**src/rtl/id_stage_pipe.sv**
```systemverilog
// MIPS decode stage: decoder, bypassed register file, immediate extension,
// branch resolution, hazard stall and a registered ID/EX pipeline register.
module id_stage_pipe #(
    parameter int DATA_W      = 32,
    parameter int REG_AW      = 5,
    parameter int BR_SHIFT    = 2,
    parameter int STALL_CNT_W = 16
) (
    input  logic                   clk,
    input  logic                   reset,
    input  logic                   in_valid,
    input  logic [31:0]            instruction,
    input  logic [DATA_W-1:0]      pc_in,
    input  logic                   flush,
    input  logic                   wb_en,
    input  logic [REG_AW-1:0]      wb_addr,
    input  logic [DATA_W-1:0]      wb_data,
    output logic                   stall,
    output logic                   branch_taken,
    output logic [DATA_W-1:0]      branch_target,
    output logic                   ex_valid,
    output logic                   ex_wr_reg,
    output logic                   ex_is_lw,
    output logic                   ex_mem_write,
    output logic                   ex_mem_to_reg,
    output logic                   ex_alu_src_b,
    output logic [2:0]             ex_alu_op,
    output logic [DATA_W-1:0]      ex_rs_data,
    output logic [DATA_W-1:0]      ex_rt_data,
    output logic [DATA_W-1:0]      ex_imm,
    output logic [REG_AW-1:0]      ex_rs,
    output logic [REG_AW-1:0]      ex_rt,
    output logic [REG_AW-1:0]      ex_targ,
    output logic [STALL_CNT_W-1:0] stall_count
);
    localparam int NREG = 1 << REG_AW;

    typedef enum logic [5:0] {
        OP_ADD  = 6'b000000,
        OP_SUB  = 6'b000001,
        OP_OR   = 6'b010000,
        OP_AND  = 6'b010001,
        OP_ADDI = 6'b000010,
        OP_ORI  = 6'b010010,
        OP_LW   = 6'b100111,
        OP_SW   = 6'b100110,
        OP_BEQ  = 6'b110000,
        OP_BNE  = 6'b110001,
        OP_B    = 6'b110010
    } op_e;

    typedef struct packed {
        logic              valid;
        logic              wr_reg;
        logic              is_lw;
        logic              mem_write;
        logic              mem_to_reg;
        logic              alu_src_b;
        logic [2:0]        alu_op;
        logic [DATA_W-1:0] rs_data;
        logic [DATA_W-1:0] rt_data;
        logic [DATA_W-1:0] imm;
        logic [REG_AW-1:0] rs;
        logic [REG_AW-1:0] rt;
        logic [REG_AW-1:0] targ;
    } idex_t;

    logic [5:0]        op;
    logic [REG_AW-1:0] rs_a, rt_a, rd_a;
    logic [15:0]       imm16;
    logic [DATA_W-1:0] sext_imm, zext_imm, rs_data, rt_data;

    assign op    = instruction[31:26];
    assign rs_a  = instruction[25:21];
    assign rt_a  = instruction[20:16];
    assign rd_a  = instruction[15:11];
    assign imm16 = instruction[15:0];

    assign sext_imm = {{(DATA_W-16){imm16[15]}}, imm16};
    assign zext_imm = {{(DATA_W-16){1'b0}}, imm16};

    logic [DATA_W-1:0] regs_q [NREG];
    logic [DATA_W-1:0] regs_d [NREG];

    always_comb begin
        regs_d = regs_q;
        if (wb_en && wb_addr != '0) regs_d[wb_addr] = wb_data;
    end

    // Write-first: a same-cycle write-back is visible to the reading instruction.
    always_comb begin
        rs_data = '0;
        rt_data = '0;
        if (rs_a != '0) rs_data = (wb_en && wb_addr == rs_a) ? wb_data : regs_q[rs_a];
        if (rt_a != '0) rt_data = (wb_en && wb_addr == rt_a) ? wb_data : regs_q[rt_a];
    end

    idex_t dec;
    logic  use_rs, use_rt, is_beq, is_bne, is_b, zext;

    always_comb begin
        dec     = '0;
        use_rs  = 1'b0;
        use_rt  = 1'b0;
        is_beq  = 1'b0;
        is_bne  = 1'b0;
        is_b    = 1'b0;
        zext    = 1'b0;
        case (op)
            OP_ADD, OP_SUB, OP_OR, OP_AND: begin
                dec.wr_reg = 1'b1;
                dec.targ   = rd_a;
                use_rs     = 1'b1;
                use_rt     = 1'b1;
                dec.alu_op = (op == OP_ADD) ? 3'd0 : (op == OP_SUB) ? 3'd1 :
                             (op == OP_OR)  ? 3'd2 : 3'd3;
            end
            OP_ADDI: begin
                dec.wr_reg    = 1'b1;
                dec.targ      = rt_a;
                dec.alu_src_b = 1'b1;
                use_rs        = 1'b1;
            end
            OP_ORI: begin
                dec.alu_op    = 3'd2;
                dec.wr_reg    = 1'b1;
                dec.targ      = rt_a;
                dec.alu_src_b = 1'b1;
                use_rs        = 1'b1;
                zext          = 1'b1;
            end
            OP_LW: begin
                dec.wr_reg     = 1'b1;
                dec.targ       = rt_a;
                dec.is_lw      = 1'b1;
                dec.mem_to_reg = 1'b1;
                dec.alu_src_b  = 1'b1;
                use_rs         = 1'b1;
            end
            OP_SW: begin
                dec.mem_write = 1'b1;
                dec.alu_src_b = 1'b1;
                use_rs        = 1'b1;
                use_rt        = 1'b1;
            end
            OP_BEQ: begin
                is_beq = 1'b1;
                use_rs = 1'b1;
                use_rt = 1'b1;
            end
            OP_BNE: begin
                is_bne = 1'b1;
                use_rs = 1'b1;
                use_rt = 1'b1;
            end
            OP_B:    is_b = 1'b1;
            default: ;
        endcase
        dec.valid   = 1'b1;
        dec.rs_data = rs_data;
        dec.rt_data = rt_data;
        dec.imm     = zext ? zext_imm : sext_imm;
        dec.rs      = rs_a;
        dec.rt      = rt_a;
    end

    idex_t ex_q, ex_d;
    logic  hz;

    assign hz = in_valid & ex_q.valid & ex_q.wr_reg & (ex_q.targ != '0) &
                ((use_rs & (ex_q.targ == rs_a)) | (use_rt & (ex_q.targ == rt_a)));

    // Branches resolve in ID, so they must also wait out an ALU producer.
    assign stall         = hz & (ex_q.is_lw | is_beq | is_bne) & ~flush;
    assign branch_taken  = in_valid & ~stall & ~flush &
                           (is_b | (is_beq & (rs_data == rt_data)) | (is_bne & (rs_data != rt_data)));
    assign branch_target = pc_in + (sext_imm << BR_SHIFT);

    always_comb begin
        ex_d = dec;
        if (!in_valid || stall || flush) ex_d = '0;
    end

    logic [STALL_CNT_W-1:0] cnt_q, cnt_d;

    always_comb begin
        cnt_d = cnt_q;
        if (stall && !(&cnt_q)) cnt_d = cnt_q + 1'b1;
    end

    always_ff @(posedge clk or posedge reset) begin
        if (reset) begin
            ex_q  <= '0;
            cnt_q <= '0;
            for (int i = 0; i < NREG; i++) regs_q[i] <= '0;
        end else begin
            ex_q   <= ex_d;
            cnt_q  <= cnt_d;
            regs_q <= regs_d;
        end
    end

    assign ex_valid      = ex_q.valid;
    assign ex_wr_reg     = ex_q.wr_reg;
    assign ex_is_lw      = ex_q.is_lw;
    assign ex_mem_write  = ex_q.mem_write;
    assign ex_mem_to_reg = ex_q.mem_to_reg;
    assign ex_alu_src_b  = ex_q.alu_src_b;
    assign ex_alu_op     = ex_q.alu_op;
    assign ex_rs_data    = ex_q.rs_data;
    assign ex_rt_data    = ex_q.rt_data;
    assign ex_imm        = ex_q.imm;
    assign ex_rs         = ex_q.rs;
    assign ex_rt         = ex_q.rt;
    assign ex_targ       = ex_q.targ;
    assign stall_count   = cnt_q;

endmodule

```
**config.mk**
```make
export PLATFORM = sky130hd
export DESIGN_NAME = id_stage_pipe
export DESIGN_NICKNAME = d
export VERILOG_FILES = /design/src/rtl/id_stage_pipe.sv
export SDC_FILE = /design/constraint.sdc
export NUM_CORES = 2
export LEC_CHECK = 0
export ABC_AREA = 1
export CAP_MARGIN = 5
export CORE_AREA = 2 2 436 438
export CTS_BUF_LIST = sky130_fd_sc_hd__clkbuf_8 sky130_fd_sc_hd__clkbuf_16
export DETAILED_ROUTE_END_ITERATION = 6
export DIE_AREA = 0 0 438 440
export GPL_ROUTABILITY_DRIVEN = 0
export PLACE_DENSITY_LB_ADDON = 0.12
export SLEW_MARGIN = 25
export SYNTH_ARGS = -nofsm -noshare
export SYNTH_HDL_FRONTEND = slang
export SYNTH_SLANG_ARGS = --single-unit
```
**constraint.sdc**
```tcl
create_clock -name clk -period 38.3 [get_ports clk]
set_input_delay 7.66 -clock clk [delete_from_list [all_inputs] [get_ports clk]]
set_output_delay 7.66 -clock clk [all_outputs]
set_load 0.05 [all_outputs]
```
==> impl_metrics.sql <==
INSERT INTO impl_metrics (metric_group, metric, value, unit) VALUES
('status', 'run_status', 'finished clean', ''),
('setup_path', 'critical_path.cell_chain', 'buf_8 -> buf_4 -> buf_4 -> buf_12 -> o21ai_0 -> nand2_1 -> nand3_1 -> nor2_1 -> nand2_1 -> nand2_1 -> a21oi_1 -> nand2_1 -> nand2_1 -> inv_1 -> nand2_1 -> nor2_1 -> nand2_1 -> nor2_1 -> nand3_1 -> nand3_1 -> nand2_1 -> inv_1 -> clkdlybuf4s50_1', ''),
('pwr', 'power.share.switching', '0.336', ''),
('cells_and_area', 'largest_register_ffs', '1024', ''),
('sta', 'finalWorstPathRequiredPeriod', '21.21', 'ns'),
('clocking', 'cts.htree.levels', '4', ''),
('job', 'max_cap_violations', '0', ''),
('logic_synthesis', 'mappedNetlistNets', '9716', ''),
('clocking', 'insertion_delay', '0.79', 'ns'),
('setup_path', 'regToRegSetupSlack', '34.65', 'ns'),
('clocking', 'cts-root-buf', 'sky130_fd_sc_hd__clkbuf_16', ''),
('pwr', 'pwr-share-clk', '0.366', ''),
('floorplanning', 'rows', '160', ''),
('pwr', 'power_density', '50.3', 'nW/µm²'),
('cells_and_area', 'layout-area-overhead-vs-synth', '13.3', '%'),
('worst_hold_path', 'whs_endpoint', 'regs_q[995]$_DFFE_PP0P_', ''),
('logic_synthesis', 'synthesis.instances', '9579', ''),
('sta', 'hold_slack', '0.374', 'ns'),
('cells_and_area', 'final.fill_count', '19971', ''),
('global_route', 'grt_start_max_net_pins', '200', ''),
('pwr', 'p_sw', '1.25', 'mW'),
('sta', 'timing.slew.headroom', '0.234', ''),
('cells_and_area', 'area.sequential', '28600', 'µm²'),
('placement', 'placement.io_buffers', '270', ''),
('global_route', 'grt_pass1_wl', '432', 'mm'),
('floorplanning', 'die_area', '193000', 'µm²'),
('setup_path', 'r2r.worst_path.cells', '10', ''),
('clocking', 'cts_setup_buffers', '0', ''),
('placement', 'hpwlAfterDp', '172', 'mm'),
('floorplanning', 'floorplan.io_pins', '276', ''),
('clocking', 'cts_hold_buf', '0', ''),
('logic_synthesis', 'yosys_warnings', '0', ''),
('clocking', 'clk_slew_on_worst_s_h_paths', '0.06', 'ns'),
('setup_path', 'rr_startpoint', 'ex_targ[3]$_DFF_PP0_', ''),
('global_route', 'grt_pass1_vias', '60822', ''),
('logic_synthesis', 'synth-main-ff-cell', 'sky130_fd_sc_hd__dfrtp_1', ''),
('clocking', 'worst_case_clock_buffer_depth', '3', ''),
('clocking', 'cts_made_buffers', '139', ''),
('sta', 'skew', '0.0251', 'ns'),
('cells_and_area', 'max_flop_register', 'regs_q', ''),
('global_route', 'globalRoute.totalOverflow', '0', ''),
('logic_synthesis', 'synth_sequential_area_ratio', '0.438', ''),
('setup_path', 'cp-end-kind', 'output pin', ''),
('sta', 'finalHoldViolCount', '0', ''),
('cells_and_area', 'drive_gt1_frac', '0.0442', ''),
('setup_path', 'required', '30.64', 'ns'),
('global_route', 'antenna_found_initial', '29', ''),
('logic_synthesis', 'synthDistinctLibCells', '45', ''),
('clocking', 'cts.sinks', '1143', ''),
('setup_path', 'crit_fanout', '196', ''),
('sta', 'final.setup.tns', '0', 'ns'),
('setup_path', 'cp_class', 'input port to output pin', ''),
('cells_and_area', 'final_core_area_utilization', '0.392', ''),
('cells_and_area', 'num-nets-final', '9502', ''),
('floorplanning', 'die_width', '438', 'µm'),
('pwr', 'cellLeakagePower', '35.4', 'nW'),
('setup_path', 'max_stage_delay', '0.80', 'ns'),
('floorplanning', 'floorplan.initialDensity', '0.346', ''),
('drt', 'starting_drt_drc_count', '9192', ''),
('setup_path', 'cp-start-kind', 'input port', ''),
('logic_synthesis', 'post_synthesis_sequential_element_count', '1143', ''),
('clocking', 'cts_tree', 'done', ''),
('cells_and_area', 'stdcell_count', '11988', ''),
('logic_synthesis', 'post_synth_instance_area', '65300', 'µm²'),
('sta', 'max_clock_freq', '0.0472', 'GHz'),
('setup_path', 'critical_path.n_buffers_inverters', '7', ''),
('pwr', 'worst_ir_drop_vdd', '0.0355', 'mV'),
('setup_path', 'critical_path.most_common_cell', 'sky130_fd_sc_hd__nand2_1', ''),
('worst_hold_path', 'min_path_cells', '0', ''),
('drt', 'number_of_detailed_route_iterations_in_the_first_pass', '7', ''),
('sta', 'tightestPinTransition', '1.15', 'ns');
## cells by family after synthesis
kind of cell	share of synthesized area
other	0.0000574
xor gates and xnor gates	0.00684
and+or+nand+nor	0.311
buffers and inverters	0.0959
muxes	0.000172
DFF	0.438
AOI/OAI and AO/OA	0.142
adders and majority gates	0.00605
## final cells by class
type,instances,share of cell area
Clock buffer,187,0.0567
Inverter,812,0.0417
Timing Repair Buffer,395,0.0507
Antenna cell,6,0.000203
Tap cell,2511,0.0425
Multi-Input combinational cell,6874,0.416
Clock inverter,60,0.00597
Sequential cell,1143,0.386
## worst register-to-register path, cell delays in order (launching register included)
cell,delay (ns)
sky130_fd_sc_hd__dfrtp_1,0.45
sky130_fd_sc_hd__inv_1,0.27
sky130_fd_sc_hd__nand2_1,0.27
sky130_fd_sc_hd__a21oi_1,0.22
sky130_fd_sc_hd__nand3_1,0.11
sky130_fd_sc_hd__nand2_1,0.08
sky130_fd_sc_hd__nand2_1,0.10
sky130_fd_sc_hd__nand2_4,0.46
sky130_fd_sc_hd__buf_4,0.84
sky130_fd_sc_hd__nor2_2,0.43
sky130_fd_sc_hd__a22o_1,0.31
## layout by cell type, fill, tap and decap left out, types with 5 or more instances in the layout
master | netlist | routed
sky130_fd_sc_hd__clkbuf_16 | 0 | 144
sky130_fd_sc_hd__nor4_1 | 5 | 5
sky130_fd_sc_hd__o21ai_1 | 7 | 7
sky130_fd_sc_hd__o211ai_1 | 169 | 169
sky130_fd_sc_hd__inv_6 | 0 | 7
sky130_fd_sc_hd__nand3_1 | 1054 | 1051
sky130_fd_sc_hd__buf_12 | 0 | 7
sky130_fd_sc_hd__dfrtp_1 | 1143 | 1143
sky130_fd_sc_hd__inv_1 | 802 | 827
sky130_fd_sc_hd__a22o_1 | 5 | 5
sky130_fd_sc_hd__a31oi_1 | 7 | 7
sky130_fd_sc_hd__nor3_1 | 24 | 19
sky130_fd_sc_hd__clkinv_2 | 0 | 19
sky130_fd_sc_hd__nor2_4 | 0 | 10
sky130_fd_sc_hd__nand4_1 | 8 | 8
sky130_fd_sc_hd__buf_6 | 0 | 7
sky130_fd_sc_hd__nand2_4 | 0 | 20
sky130_fd_sc_hd__nand2_1 | 3389 | 3361
sky130_fd_sc_hd__buf_4 | 24 | 115
sky130_fd_sc_hd__nand2_2 | 1 | 9
sky130_fd_sc_hd__nor2_1 | 543 | 536
sky130_fd_sc_hd__bufinv_16 | 0 | 5
sky130_fd_sc_hd__a21oi_1 | 254 | 254
sky130_fd_sc_hd__xnor2_1 | 17 | 17
sky130_fd_sc_hd__diode_2 | 0 | 6
sky130_fd_sc_hd__clkdlybuf4s50_1 | 0 | 260
sky130_fd_sc_hd__clkbuf_8 | 0 | 43
sky130_fd_sc_hd__ha_1 | 30 | 30
sky130_fd_sc_hd__xor2_1 | 34 | 34
sky130_fd_sc_hd__o21ai_0 | 1297 | 1297
## worst max path at each step
| stage | cells after the start | slack (ns) | start | to |
|---|---|---|---|---|
| global placement | 23 | 17.27 | instruction[21] | branch_taken |
| global route | 23 | 16.89 | instruction[21] | branch_taken |
| finish | 23 | 17.09 | instruction[21] | branch_taken |
| CTS | 23 | 17.26 | instruction[21] | branch_taken |
| detailed placement | 23 | 17.26 | instruction[21] | branch_taken |
| floorplan | 1 | 14.86 | reset | ex_alu_op[0]$_DFF_PP0_ |
## power groups by stage
stage | registers [mW] | logic [mW] | clock network, mW
floorplan | 1.55 | 0.555 | 0
global placement | 1.55 | 0.795 | 0
detailed placement | 1.56 | 0.806 | 0
CTS | 1.54 | 0.808 | 1.39
global route | 1.57 | 0.922 | 1.43
finish | 1.54 | 0.817 | 1.36
## routing by layer
metal / GRT usage / part of all wire / vias to the layer above
li1: - / - / 30140
met1: 0.426 / 0.43 / 31586
met2: 0.460 / 0.43 / 3634
met3: 0.0547 / 0.096 / 595
met4: 0.120 / 0.041 / 10
met5: 0 / 0.00027 / -
## stage by stage
step | setup slack, ns | area [µm²] | total power, mW
2_1_floorplan | 14.86 | 65300 | 2.11
3_3_place_gp | 17.27 | 69300 | 2.35
3_5_place_dp | 17.26 | 69300 | 2.36
4_1_cts | 17.26 | 74000 | 3.73
5_1_grt | 16.89 | 74000 | 3.92
6_report | 17.09 | 74000 | 3.72
(Power assumes the default switching activity.)
